### src/rtl/shifter_pipe_pkg.sv
// Shared types and configuration helpers for the pipelined ARM operand-2 shifter.
package shifter_pkg;

    localparam int unsigned BRANCH_OFFSET_W = 24;

    typedef enum logic [1:0] {
        MODE_IMM     = 2'd0,
        MODE_REG     = 2'd1,
        MODE_ROT_IMM = 2'd2,
        MODE_BRANCH  = 2'd3
    } mode_t;

    typedef enum logic [1:0] {
        SH_LSL = 2'd0,
        SH_LSR = 2'd1,
        SH_ASR = 2'd2,
        SH_ROR = 2'd3
    } shift_type_t;

    function automatic bit width_is_legal(input int unsigned w);
        return (w == 32) || (w == 64);
    endfunction

endpackage

### src/rtl/shifter_pipe_if.sv
// Operand/result handshake bundle between register read, the shifter and the ALU.
interface shifter_pipe_if
    import shifter_pkg::*;
#(
    parameter int unsigned WIDTH = 32
);
    localparam int unsigned AW = $clog2(WIDTH);

    logic                       in_valid;
    logic                       in_ready;
    mode_t                      mode;
    shift_type_t                shift_type;
    logic [AW-1:0]              shift_imm;
    logic [7:0]                 shift_reg;
    logic [11:0]                imm12;
    logic [BRANCH_OFFSET_W-1:0] branch_offset;
    logic [WIDTH-1:0]           rm_data;
    logic                       carry_in;
    logic                       out_valid;
    logic                       out_ready;
    logic [WIDTH-1:0]           out_data;
    logic                       out_carry;

    modport master (
        output in_valid, mode, shift_type, shift_imm, shift_reg, imm12,
               branch_offset, rm_data, carry_in, out_ready,
        input  in_ready, out_valid, out_data, out_carry
    );

    modport slave (
        input  in_valid, mode, shift_type, shift_imm, shift_reg, imm12,
               branch_offset, rm_data, carry_in, out_ready,
        output in_ready, out_valid, out_data, out_carry
    );

endinterface

### src/rtl/shifter_pipe_barrel_core.sv
// Amount decode (ARM special cases folded into operand/amount/carry) and a log-stage barrel shifter.
module barrel_core
    import shifter_pkg::*;
#(
    parameter  int unsigned WIDTH = 32,
    localparam int unsigned AW    = $clog2(WIDTH)
) (
    input  mode_t                      i_mode,
    input  shift_type_t                i_shift_type,
    input  logic [AW-1:0]              i_shift_imm,
    input  logic [7:0]                 i_shift_reg,
    input  logic [11:0]                i_imm12,
    input  logic [BRANCH_OFFSET_W-1:0] i_branch_offset,
    input  logic [WIDTH-1:0]           i_rm,
    input  logic                       i_carry_in,
    output logic [WIDTH-1:0]           o_dec_operand,
    output logic [AW-1:0]              o_dec_amt,
    output shift_type_t                o_dec_op,
    output logic                       o_dec_carry,
    input  logic [WIDTH-1:0]           i_sh_operand,
    input  logic [AW-1:0]              i_sh_amt,
    input  shift_type_t                i_sh_op,
    input  logic                       i_sh_carry,
    output logic [WIDTH-1:0]           o_result,
    output logic                       o_carry
);
    localparam logic [8:0] W9 = 9'(WIDTH);

    logic             w_msb;
    logic [AW-1:0]    w_imm_neg, w_imm_m1;
    logic [AW-1:0]    w_reg_lo, w_reg_neg, w_reg_m1;
    logic             w_reg_lt, w_reg_eq;
    logic [AW-1:0]    w_rot_amt, w_rot_m1;
    logic [WIDTH-1:0] w_imm8_z, w_branch_sx;

    assign w_msb       = i_rm[WIDTH-1];
    assign w_imm_neg   = '0 - i_shift_imm;
    assign w_imm_m1    = i_shift_imm - AW'(1);
    assign w_reg_lo    = i_shift_reg[AW-1:0];
    assign w_reg_neg   = '0 - w_reg_lo;
    assign w_reg_m1    = w_reg_lo - AW'(1);
    assign w_reg_lt    = {1'b0, i_shift_reg} < W9;
    assign w_reg_eq    = {1'b0, i_shift_reg} == W9;
    assign w_rot_amt   = AW'({i_imm12[11:8], 1'b0});
    assign w_rot_m1    = w_rot_amt - AW'(1);
    assign w_imm8_z    = {{(WIDTH-8){1'b0}}, i_imm12[7:0]};
    assign w_branch_sx = {{(WIDTH-BRANCH_OFFSET_W-2){i_branch_offset[BRANCH_OFFSET_W-1]}},
                          i_branch_offset, 2'b00};

    // Every case reduces to operand + in-range amount + precomputed carry:
    // out-of-range results become a zero operand, ASR saturation becomes ASR by W-1.
    always_comb begin
        o_dec_operand = i_rm;
        o_dec_amt     = '0;
        o_dec_op      = SH_LSL;
        o_dec_carry   = i_carry_in;
        unique case (i_mode)
            MODE_IMM: begin
                if (i_shift_imm == '0) begin
                    unique case (i_shift_type)
                        SH_LSL: ;
                        SH_LSR: begin
                            o_dec_operand = '0;
                            o_dec_carry   = w_msb;
                        end
                        SH_ASR: begin
                            o_dec_op    = SH_ASR;
                            o_dec_amt   = '1;
                            o_dec_carry = w_msb;
                        end
                        SH_ROR: begin
                            o_dec_operand = {i_carry_in, i_rm[WIDTH-1:1]};
                            o_dec_carry   = i_rm[0];
                        end
                    endcase
                end else begin
                    o_dec_op    = i_shift_type;
                    o_dec_amt   = i_shift_imm;
                    o_dec_carry = (i_shift_type == SH_LSL) ? i_rm[w_imm_neg] : i_rm[w_imm_m1];
                end
            end
            MODE_REG: begin
                if (i_shift_reg != '0) begin
                    unique case (i_shift_type)
                        SH_LSL, SH_LSR: begin
                            if (w_reg_lt) begin
                                o_dec_op    = i_shift_type;
                                o_dec_amt   = w_reg_lo;
                                o_dec_carry = (i_shift_type == SH_LSL) ? i_rm[w_reg_neg]
                                                                       : i_rm[w_reg_m1];
                            end else begin
                                o_dec_operand = '0;
                                o_dec_carry   = w_reg_eq &&
                                                ((i_shift_type == SH_LSL) ? i_rm[0] : w_msb);
                            end
                        end
                        SH_ASR: begin
                            o_dec_op = SH_ASR;
                            if (w_reg_lt) begin
                                o_dec_amt   = w_reg_lo;
                                o_dec_carry = i_rm[w_reg_m1];
                            end else begin
                                o_dec_amt   = '1;
                                o_dec_carry = w_msb;
                            end
                        end
                        SH_ROR: begin
                            // A multiple of W wraps w_reg_m1 to W-1, which is the required MSB carry.
                            o_dec_op    = SH_ROR;
                            o_dec_amt   = w_reg_lo;
                            o_dec_carry = i_rm[w_reg_m1];
                        end
                    endcase
                end
            end
            MODE_ROT_IMM: begin
                o_dec_operand = w_imm8_z;
                o_dec_op      = SH_ROR;
                o_dec_amt     = w_rot_amt;
                o_dec_carry   = (i_imm12[11:8] == 4'd0) ? i_carry_in : w_imm8_z[w_rot_m1];
            end
            MODE_BRANCH: begin
                o_dec_operand = w_branch_sx;
            end
        endcase
    end

    logic [WIDTH-1:0] w_rev_in, w_rev_out, w_pre;
    logic [WIDTH-1:0] w_stage [AW+1];
    logic             w_fill;

    // Left shifts run through the right-shifting network on a bit-reversed operand.
    assign w_rev_in   = {<<{i_sh_operand}};
    assign w_pre      = (i_sh_op == SH_LSL) ? w_rev_in : i_sh_operand;
    assign w_fill     = (i_sh_op == SH_ASR) && i_sh_operand[WIDTH-1];
    assign w_stage[0] = w_pre;

    for (genvar s = 0; s < AW; s++) begin : g_stage
        localparam int unsigned SH = 1 << s;
        assign w_stage[s+1] = !i_sh_amt[s]       ? w_stage[s] :
                              (i_sh_op == SH_ROR) ? {w_stage[s][SH-1:0], w_stage[s][WIDTH-1:SH]}
                                                  : {{SH{w_fill}}, w_stage[s][WIDTH-1:SH]};
    end

    assign w_rev_out = {<<{w_stage[AW]}};
    assign o_result  = (i_sh_op == SH_LSL) ? w_rev_out : w_stage[AW];
    assign o_carry   = i_sh_carry;

endmodule

### src/rtl/shifter_pipe.sv
// Pipelined operand-2 shifter: valid pipeline and global-advance stall around barrel_core.
module shifter_pipe
    import shifter_pkg::*;
#(
    parameter int unsigned WIDTH       = 32,
    parameter int unsigned PIPE_STAGES = 1
) (
    input  logic          clk,
    input  logic          reset,
    shifter_pipe_if.slave bus
);
    localparam int unsigned AW = $clog2(WIDTH);

    if (!width_is_legal(WIDTH) || !(PIPE_STAGES inside {1, 2})) begin : g_bad_cfg
        $error("shifter_pipe: unsupported WIDTH or PIPE_STAGES");
    end

    logic             w_adv;
    logic [WIDTH-1:0] w_dec_operand, w_sh_operand, w_result;
    logic [AW-1:0]    w_dec_amt, w_sh_amt;
    shift_type_t      w_dec_op, w_sh_op;
    logic             w_dec_carry, w_sh_carry, w_result_carry;
    logic             w_sh_valid;

    logic             r_out_valid;
    logic [WIDTH-1:0] r_out_data;
    logic             r_out_carry;

    assign w_adv         = bus.out_ready || !r_out_valid;
    assign bus.in_ready  = w_adv;
    assign bus.out_valid = r_out_valid;
    assign bus.out_data  = r_out_data;
    assign bus.out_carry = r_out_carry;

    barrel_core #(
        .WIDTH (WIDTH)
    ) u_core (
        .i_mode          (bus.mode),
        .i_shift_type    (bus.shift_type),
        .i_shift_imm     (bus.shift_imm),
        .i_shift_reg     (bus.shift_reg),
        .i_imm12         (bus.imm12),
        .i_branch_offset (bus.branch_offset),
        .i_rm            (bus.rm_data),
        .i_carry_in      (bus.carry_in),
        .o_dec_operand   (w_dec_operand),
        .o_dec_amt       (w_dec_amt),
        .o_dec_op        (w_dec_op),
        .o_dec_carry     (w_dec_carry),
        .i_sh_operand    (w_sh_operand),
        .i_sh_amt        (w_sh_amt),
        .i_sh_op         (w_sh_op),
        .i_sh_carry      (w_sh_carry),
        .o_result        (w_result),
        .o_carry         (w_result_carry)
    );

    if (PIPE_STAGES == 2) begin : g_two_stage
        logic             r_s1_valid;
        logic [WIDTH-1:0] r_s1_operand;
        logic [AW-1:0]    r_s1_amt;
        shift_type_t      r_s1_op;
        logic             r_s1_carry;

        always_ff @(posedge clk) begin
            if (reset) begin
                r_s1_valid   <= 1'b0;
                r_s1_operand <= '0;
                r_s1_amt     <= '0;
                r_s1_op      <= SH_LSL;
                r_s1_carry   <= 1'b0;
            end else if (w_adv) begin
                r_s1_valid <= bus.in_valid;
                if (bus.in_valid) begin
                    r_s1_operand <= w_dec_operand;
                    r_s1_amt     <= w_dec_amt;
                    r_s1_op      <= w_dec_op;
                    r_s1_carry   <= w_dec_carry;
                end
            end
        end

        assign w_sh_valid   = r_s1_valid;
        assign w_sh_operand = r_s1_operand;
        assign w_sh_amt     = r_s1_amt;
        assign w_sh_op      = r_s1_op;
        assign w_sh_carry   = r_s1_carry;
    end else begin : g_one_stage
        assign w_sh_valid   = bus.in_valid;
        assign w_sh_operand = w_dec_operand;
        assign w_sh_amt     = w_dec_amt;
        assign w_sh_op      = w_dec_op;
        assign w_sh_carry   = w_dec_carry;
    end

    always_ff @(posedge clk) begin
        if (reset) begin
            r_out_valid <= 1'b0;
            r_out_data  <= '0;
            r_out_carry <= 1'b0;
        end else if (w_adv) begin
            r_out_valid <= w_sh_valid;
            if (w_sh_valid) begin
                r_out_data  <= w_result;
                r_out_carry <= w_result_carry;
            end
        end
    end

endmodule
### src/flat_wrapper.sv
// flat-port wrapper written by rule: the top's interface ports become plain ports
module shifter_pipe_flat import shifter_pkg::*;
#(
    parameter int unsigned WIDTH       = 32,
    parameter int unsigned PIPE_STAGES = 1
)
  (clk, reset, bus_in_valid, bus_mode, bus_shift_type, bus_shift_imm, bus_shift_reg, bus_imm12, bus_branch_offset, bus_rm_data, bus_carry_in, bus_out_ready, bus_in_ready, bus_out_valid, bus_out_data, bus_out_carry);
  shifter_pipe_if #(.WIDTH(WIDTH)) bus_i ();
  input  logic clk;
  input  logic reset;
  input wire logic [$bits(bus_i.in_valid)-1:0] bus_in_valid;
  input wire logic [$bits(bus_i.mode)-1:0] bus_mode;
  input wire logic [$bits(bus_i.shift_type)-1:0] bus_shift_type;
  input wire logic [$bits(bus_i.shift_imm)-1:0] bus_shift_imm;
  input wire logic [$bits(bus_i.shift_reg)-1:0] bus_shift_reg;
  input wire logic [$bits(bus_i.imm12)-1:0] bus_imm12;
  input wire logic [$bits(bus_i.branch_offset)-1:0] bus_branch_offset;
  input wire logic [$bits(bus_i.rm_data)-1:0] bus_rm_data;
  input wire logic [$bits(bus_i.carry_in)-1:0] bus_carry_in;
  input wire logic [$bits(bus_i.out_ready)-1:0] bus_out_ready;
  output wire logic [$bits(bus_i.in_ready)-1:0] bus_in_ready;
  output wire logic [$bits(bus_i.out_valid)-1:0] bus_out_valid;
  output wire logic [$bits(bus_i.out_data)-1:0] bus_out_data;
  output wire logic [$bits(bus_i.out_carry)-1:0] bus_out_carry;
  assign bus_i.in_valid = bus_in_valid;
  assign bus_i.mode = bus_mode;
  assign bus_i.shift_type = bus_shift_type;
  assign bus_i.shift_imm = bus_shift_imm;
  assign bus_i.shift_reg = bus_shift_reg;
  assign bus_i.imm12 = bus_imm12;
  assign bus_i.branch_offset = bus_branch_offset;
  assign bus_i.rm_data = bus_rm_data;
  assign bus_i.carry_in = bus_carry_in;
  assign bus_i.out_ready = bus_out_ready;
  assign bus_in_ready = bus_i.in_ready;
  assign bus_out_valid = bus_i.out_valid;
  assign bus_out_data = bus_i.out_data;
  assign bus_out_carry = bus_i.out_carry;
  shifter_pipe #(.WIDTH(WIDTH), .PIPE_STAGES(PIPE_STAGES)) u_core (.clk(clk), .reset(reset), .bus(bus_i));
endmodule
### config.mk
export PLATFORM = sky130hd
export DESIGN_NAME = shifter_pipe_flat
export DESIGN_NICKNAME = d
export VERILOG_FILES = /design/src/rtl/shifter_pipe_pkg.sv /design/src/rtl/shifter_pipe_if.sv /design/src/rtl/shifter_pipe_barrel_core.sv /design/src/rtl/shifter_pipe.sv /design/src/flat_wrapper.sv
export SDC_FILE = /design/constraint.sdc
export NUM_CORES = 1
export LEC_CHECK = 0
export CAP_MARGIN = 20
export CORE_ASPECT_RATIO = 0.8
export CORE_UTILIZATION = 50
export DETAILED_ROUTE_END_ITERATION = 8
export GPL_TIMING_DRIVEN = 0
export MAX_ROUTING_LAYER = met4
export PLACE_DENSITY = 0.8
export SLEW_MARGIN = 20
export SYNTH_ARGS = -nofsm -noshare
export SYNTH_HDL_FRONTEND = slang
export SYNTH_SLANG_ARGS = --single-unit
export TNS_END_PERCENT = 20
### constraint.sdc
create_clock -name clk -period 7.2 [get_ports clk]
set_input_delay 1.44 -clock clk [delete_from_list [all_inputs] [get_ports clk]]
set_output_delay 1.44 -clock clk [all_outputs]
set_load 0.1 [all_outputs]
* Word level (Yosys, flattened, before mapping)
Index checks and enable logic that the tools add are counted.
** Operators by class
- Equality and inequality tests :: 9
- Add/sub/neg operators :: 5
- Reductions and logical operators :: 13
- Multiplexer cells :: 52
- Order comparisons :: 6
** Operators with widths (count)
- two-way mux 32 bit :: 16
- case mux 32 bit (4 select lines) :: 1
- case mux 32 bit (2 select lines) :: 1
- < comparator 5 x 6 -> 1 bit, second input constant :: 5
- case mux 5 bit (3 select lines) :: 2
- binary-select mux 1 bit (select 5 bit) :: 5
- two-way mux 5 bit :: 5
- subtractor 5 x 1 -> 5 bit, second input constant :: 3
- two-way mux 1 bit :: 13
- equality test 2 bit, second input constant :: 6
- case mux 2 bit (3 select lines) :: 2
- subtractor 1 x 5 -> 5 bit, first input constant :: 2
- equality test 8 x 6 -> 1 bit, second input constant :: 1
- < comparator 8 x 6 -> 1 bit, second input constant :: 1
- two-way mux 2 bit :: 4
- nonzero test 8 bit :: 1
- zero test 2 bit :: 3
- case mux 1 bit (3 select lines) :: 2
- zero test 5 bit :: 1
- equality test 2 x 1 -> 1 bit, second input constant :: 2
- zero test 4 bit :: 1
- OR reduction 2 bit :: 2
- logical AND 1 bit :: 2
- case mux 1 bit (2 select lines) :: 1
- 3 further kinds :: 3
** Storage, ports and cells
- Bits of input ports :: 90
- Word-level logic and storage cells :: 88
- Output and inout bits :: 35
- Register bits :: 34

* Depth between registers and ports, before layout
- Word-level depth :: 18
- Gate-level depth with buffers :: 20
- Depth with buffers taken out :: 15

* Cells and area by module
A second synthesis with hierarchy kept.
** Second synthesis, totals
- Cell total of the unflattened synthesis :: 980
- Area total of the unflattened synthesis :: 7667.4 µm²
** Modules (own cells, without submodules)
- barrel_core :: cells each 825, instances 1, sequential area each 0.0 µm², area an instance 6045.8 µm²
- shifter_pipe :: cells each 155, instances 1, sequential area each 680.7 µm², area an instance 1621.6 µm²

* Worst setup path before layout
No wires, ideal clock.
- Path type :: input to register
- Start point :: input bus_shift_imm[0]
- End point :: register u_core.r_out_data[31] (netlist: u_core.bus.out_data[31])
- Data arrival time :: 5.226 ns
- Path slack :: 1.858 ns
- Setup time :: 0.116 ns
- Stages :: 20
- Data required time :: 7.084 ns
- Path buffers :: 5
- Path through :: buf_2 -> clkbuf_1 -> inv_1 -> ha_1 -> and2_1 -> ha_1 -> and2_0 -> clkbuf_1 -> a211oi_1 -> o22ai_2 -> buf_4 -> nor2_1 -> buf_4 -> mux2i_2 -> nand3_1 -> o2111ai_2 -> o21ai_2 -> a2111oi_2 -> o21ai_1 -> a31o_1
** Between the ends
- Cells in the longest elaborated chain, start to end :: 16
- Elaborated cells between the ends (all ways) :: 23
- Those cells by class :: 2 x eq/ne; 18 x mux; 3 x reduce/logical
** Ends and longest elaborated chain
- start: declaration :: line flat_wrapper.sv:14 : input wire logic [$bits(bus_i.shift_imm)-1:0] bus_shift_imm;
- zero test 5 bit :: line shifter_pipe_barrel_core.sv:59 : if (i_shift_imm == '0) begin
- two-way mux 2 bit :: line shifter_pipe_barrel_core.sv:59
- case mux 2 bit (3 select lines) :: line shifter_pipe_barrel_core.sv:57 : unique case (i_mode)
- zero test 2 bit :: line shifter_pipe_barrel_core.sv:134, shifter_pipe_barrel_core.sv:146
- two-way mux 32 bit :: line shifter_pipe_barrel_core.sv:134 : assign w_pre = (i_sh_op == SH_LSL) ? w_rev_in : i_sh_operand;
- two-way mux 32 bit :: line shifter_pipe_barrel_core.sv:141 : (i_sh_op == SH_ROR) ? {w_stage[s][SH-1:0], w_stage[s][WIDTH-1:SH]}
- two-way mux 32 bit :: line shifter_pipe_barrel_core.sv:140 : assign w_stage[s+1] = !i_sh_amt[s] ? w_stage[s] :
- two-way mux 32 bit :: line shifter_pipe_barrel_core.sv:141
- two-way mux 32 bit :: line shifter_pipe_barrel_core.sv:140
- two-way mux 32 bit :: line shifter_pipe_barrel_core.sv:141
- two-way mux 32 bit :: line shifter_pipe_barrel_core.sv:140
- two-way mux 32 bit :: line shifter_pipe_barrel_core.sv:141
- two-way mux 32 bit :: line shifter_pipe_barrel_core.sv:140
- two-way mux 32 bit :: line shifter_pipe_barrel_core.sv:141
- two-way mux 32 bit :: line shifter_pipe_barrel_core.sv:140
- two-way mux 32 bit * :: line shifter_pipe_barrel_core.sv:146 : assign o_result = (i_sh_op == SH_LSL) ? w_rev_out : w_stage[AW];
- end signal: assignment :: line shifter_pipe.sv:104 : r_out_data <= w_result;
- end: declaration :: line shifter_pipe.sv:26 : logic [WIDTH-1:0] r_out_data;
Mark *: on every way between the ends. The rest lies on a longest branch, timed or not.
A chain may end at the register's enable or synchronous reset.

* Worst setup path after layout
- Start point :: input bus_shift_imm[0]
- End point :: register u_core.r_out_data[27] (netlist: u_core.bus.out_data[27])
Same word-level chain as after synthesis.

==> impl_metrics.env <==
export IMPL_initial_core_util=0.5164
export IMPL_tritoncts="yes"
export IMPL_critPathTopFamily="compound AO/OA/AOI/OAI gates"
export IMPL_netlist_area_mm2=0.008213
export IMPL_antenna_cells=0
export IMPL_startpoint_type="input pin"
export IMPL_grt_antenna_before_repair=0
export IMPL_grt_overflow_total=0
export IMPL_postSynth_topFlopCell="sky130_fd_sc_hd__dfxtp_1"
export IMPL_worstMarginPinSlew_ps=1010
export IMPL_holdWs_ps=477.6
export IMPL_crit_path_end_kind="flop"
export IMPL_max_cap_violations=0
export IMPL_cts_clk_slew_worst_paths_ps=60
export IMPL_detail_route_first_pass_iterations=8
export IMPL_place_worst_setup_slack_ps=870.0
export IMPL_multiInputGateArea_mm2=0.006794
export IMPL_ys_warnings_count=0
export IMPL_drt_wl_total_um=37640
export IMPL_number_of_global_route_vias_before_repair=9237
export IMPL_gp_routability_congestion=1.066
export IMPL_r2r_startpoint="u_core.bus.out_valid"
export IMPL_cp_startpoint="bus_shift_imm[0]"
export IMPL_number_of_enable_flip_flop_cells_after_synthesis=0
export IMPL_timing_critical_path_required_ps=7440
export IMPL_synth_ff_latch_count=34
export IMPL_maximum_number_of_pins_on_one_net_before_global_route_repair=13
export IMPL_cts_hold_fix_buffers=0
export IMPL_coreArea_mm2=0.01590
export IMPL_cpMaxStageDelayCell="sky130_fd_sc_hd__clkbuf_1"
export IMPL_max_freq_mhz=157.0
export IMPL_synth_avg_cell_area_um2=7.755
export IMPL_final_seq_area_um2=680.7
export IMPL_drtIter0Drc=1905
export IMPL_dp_hpwl_um=30250
export IMPL_path_class="in2reg"
export IMPL_first_pass_grt_wire_length_um=55850
export IMPL_critical_path_max_stage_delay_ps=530
export IMPL_fp_dieArea_mm2=0.01695
export IMPL_antenna_violating_nets_post_route=0
export IMPL_yosys_cell_count_top_type="sky130_fd_sc_hd__mux2i_1"
export IMPL_timing_final_crit_period_ps=6370
export IMPL_syn_inst=1059
export IMPL_min_delay_path_class="reg2reg"
export IMPL_slew_viol_final=0
export IMPL_run_status="finished clean"
export IMPL_grt_setup_unrepaired="false"
export IMPL_cts_setup_buffers=0
export IMPL_synth_area_leader_cell="sky130_fd_sc_hd__mux2i_1"
export IMPL_critical_path_max_fanout=10
export IMPL_p_per_area_mw_per_mm2=173.2
export IMPL_die_w_um=145.3
export IMPL_cts_resized=0
export IMPL_design_final_nets=1286
export IMPL_numPortBuffers=119
export IMPL_hold_viol_final=0
export IMPL_max_vdd_ir_drop_mv=0.09171
export IMPL_area_delta_synth_final_pct=20.26
export IMPL_synth_net_count=1160
export IMPL_drc=0
export IMPL_grtUsageTotal=0.4471
export IMPL_row_count=41
export IMPL_hold_path_startpoint="u_core.bus.out_data[9]"
export IMPL_numClockSinks=34
export IMPL_power_static_leakage_nw=3.827
export IMPL_clockRootBuffer="sky130_fd_sc_hd__clkbuf_16"
export IMPL_portion_of_the_clock_cycle_consumed_by_the_worst_path_in_the_final_layout=0.8847
export IMPL_synth_commonest_cells="sky130_fd_sc_hd__mux2i_1, sky130_fd_sc_hd__nor2_1, sky130_fd_sc_hd__a21oi_1, sky130_fd_sc_hd__nand2_1, sky130_fd_sc_hd__o21ai_0"
export IMPL_max_clock_path_buffers=2
export IMPL_filler_cell_count=1484
export IMPL_async_flop_share=0
export IMPL_finalSetupViolCount=0
export IMPL_avgViaCountPerCell=7.363
export IMPL_num_io_pins=125
export IMPL_crit_path_frequent_cell="sky130_fd_sc_hd__mux2i_1"
export IMPL_worst_slack_ps=829.9
export IMPL_post_route_cells_drive_above_1_share=0.1358
export IMPL_cp_num_buf_inv=6
export IMPL_clock_latency_ps=300
export IMPL_clock_skew_final_ps=5.505
export IMPL_vert_die_dim_um=116.6
export IMPL_h_tree_depth=2
export IMPL_worst_path_cell_trace="buf_2 > clkbuf_1 > inv_1 > ha_1 > and2_1 > ha_1 > and2_0 > clkbuf_1 > o21ai_0 > o21a_4 > buf_8 > buf_12 > mux2i_1 > mux2i_1 > o21ai_0 > nand2_1 > o21ai_1 > mux2i_1 > o22ai_1 > a22o_1"
export IMPL_synth_top_area_frac=0.1560
export IMPL_wl_per_cell_um=26.87
export IMPL_utilization=0.6211
export IMPL_ys_top_cells_by_area="sky130_fd_sc_hd__mux2i_1, sky130_fd_sc_hd__mux4_2, sky130_fd_sc_hd__dfxtp_1"
export IMPL_cts_made_buffers=5
export IMPL_detailroute_via_count=10315
export IMPL_synth_sequential_area_ratio=0.08288
export IMPL_crit_arrival_ps=6610
export IMPL_synth_lib_cells_used_distinct=91
export IMPL_worst_slew_margin_rel=0.3245
export IMPL_fin_tns_setup_ps=0
-- logic make-up after synthesis --
logic type,synth area share
muxes,0.2789
xor gates and xnor gates,0.009597
DFF,0.08288
buffers and inverters,0.09110
adders and majority gates,0.01676
AOI/OAI and AO/OA,0.3472
and+or+nand+nor,0.1735
-- sequential cells by signal (all words and copies together) (netlist names) --
signal                count
u_core.bus.out_valid      1
u_core.bus.out_carry      1
u_core.bus.out_data      32
-- final timing paths --
path | endpoint | slack (ps) | cells after the start
setup / recovery | u_core.bus.out_data[27] | 830 | 20
setup reg to reg | u_core.bus.out_data[13] | 5100 | 6
hold / removal | u_core.bus.out_data[9] | 480 | 1
hold reg to reg | u_core.bus.out_data[9] | 480 | 1
-- final cells by class --
class / instances / area share
inverter: 39 / 0.01482
sequential: 34 / 0.06891
clock inverter: 3 / 0.006967
clock buffer: 5 / 0.01267
buffer: 104 / 0.06093
tap: 215 / 0.02724
timing repair buffer: 119 / 0.1206
multi-input combinational: 882 / 0.6879
-- report_power, final --
part | switching [W] | internal [W]
logic | 0.000796 | 0.000402
registers | 0.0000106 | 0.000210
clock network | 0.0000940 | 0.000199
total | 0.000900 | 0.000811
-- per-layer routing --
metal / global-route usage / wire length [µm] / vias to the layer above / part of all wire
li1: - / - / 4417 / -
met1: 0.6225 / 15900 / 4883 / 0.42
met2: 0.5875 / 14200 / 940 / 0.38
met3: 0.2094 / 7067 / 75 / 0.19
met4: 0.05123 / 468 / 0 / 0.012
met5: - / 0 / - / 0
-- layout by cell type (no fill, tap or decap), types with 6 or more instances in the layout --
| master | instances |
|---|---|
| sky130_fd_sc_hd__nor3_1 | 40 |
| sky130_fd_sc_hd__o21ai_2 | 8 |
| sky130_fd_sc_hd__nand3_1 | 39 |
| sky130_fd_sc_hd__o21ai_0 | 51 |
| sky130_fd_sc_hd__o221ai_1 | 19 |
| sky130_fd_sc_hd__o22ai_1 | 34 |
| sky130_fd_sc_hd__a21o_1 | 9 |
| sky130_fd_sc_hd__a211o_1 | 31 |
| sky130_fd_sc_hd__a2bb2oi_1 | 6 |
| sky130_fd_sc_hd__mux2_2 | 9 |
| sky130_fd_sc_hd__o211ai_1 | 12 |
| sky130_fd_sc_hd__and3_1 | 11 |
| sky130_fd_sc_hd__a211oi_1 | 23 |
| sky130_fd_sc_hd__a22oi_1 | 20 |
| sky130_fd_sc_hd__buf_4 | 10 |
| sky130_fd_sc_hd__mux2i_1 | 128 |
| sky130_fd_sc_hd__o311ai_1 | 9 |
| sky130_fd_sc_hd__dfxtp_1 | 34 |
| sky130_fd_sc_hd__buf_6 | 10 |
| sky130_fd_sc_hd__nor2b_1 | 15 |
| sky130_fd_sc_hd__nand2_1 | 54 |
| sky130_fd_sc_hd__clkdlybuf4s50_1 | 119 |
| sky130_fd_sc_hd__nor2_1 | 88 |
| sky130_fd_sc_hd__a21oi_1 | 63 |
| sky130_fd_sc_hd__buf_2 | 34 |
| sky130_fd_sc_hd__ha_1 | 11 |
| sky130_fd_sc_hd__a221oi_1 | 11 |
| sky130_fd_sc_hd__inv_1 | 39 |
| sky130_fd_sc_hd__a31oi_1 | 11 |
| sky130_fd_sc_hd__nor4_1 | 8 |
| sky130_fd_sc_hd__and2_1 | 6 |
| sky130_fd_sc_hd__mux4_2 | 37 |
| sky130_fd_sc_hd__o21ai_1 | 21 |
| sky130_fd_sc_hd__clkbuf_1 | 42 |
-- through the flow --
step / std cells / instance area (µm²) / power, W
2_1_floorplan: 1059 / 8213 / 0.001011
3_3_place_gp: 1393 / 9673 / 0.001353
3_5_place_dp: 1393 / 9683 / 0.001354
4_1_cts: 1401 / 9877 / 0.001643
5_1_grt: 1401 / 9877 / 0.001753
6_report: 1401 / 9877 / 0.001711
(Power assumes the default switching activity.)
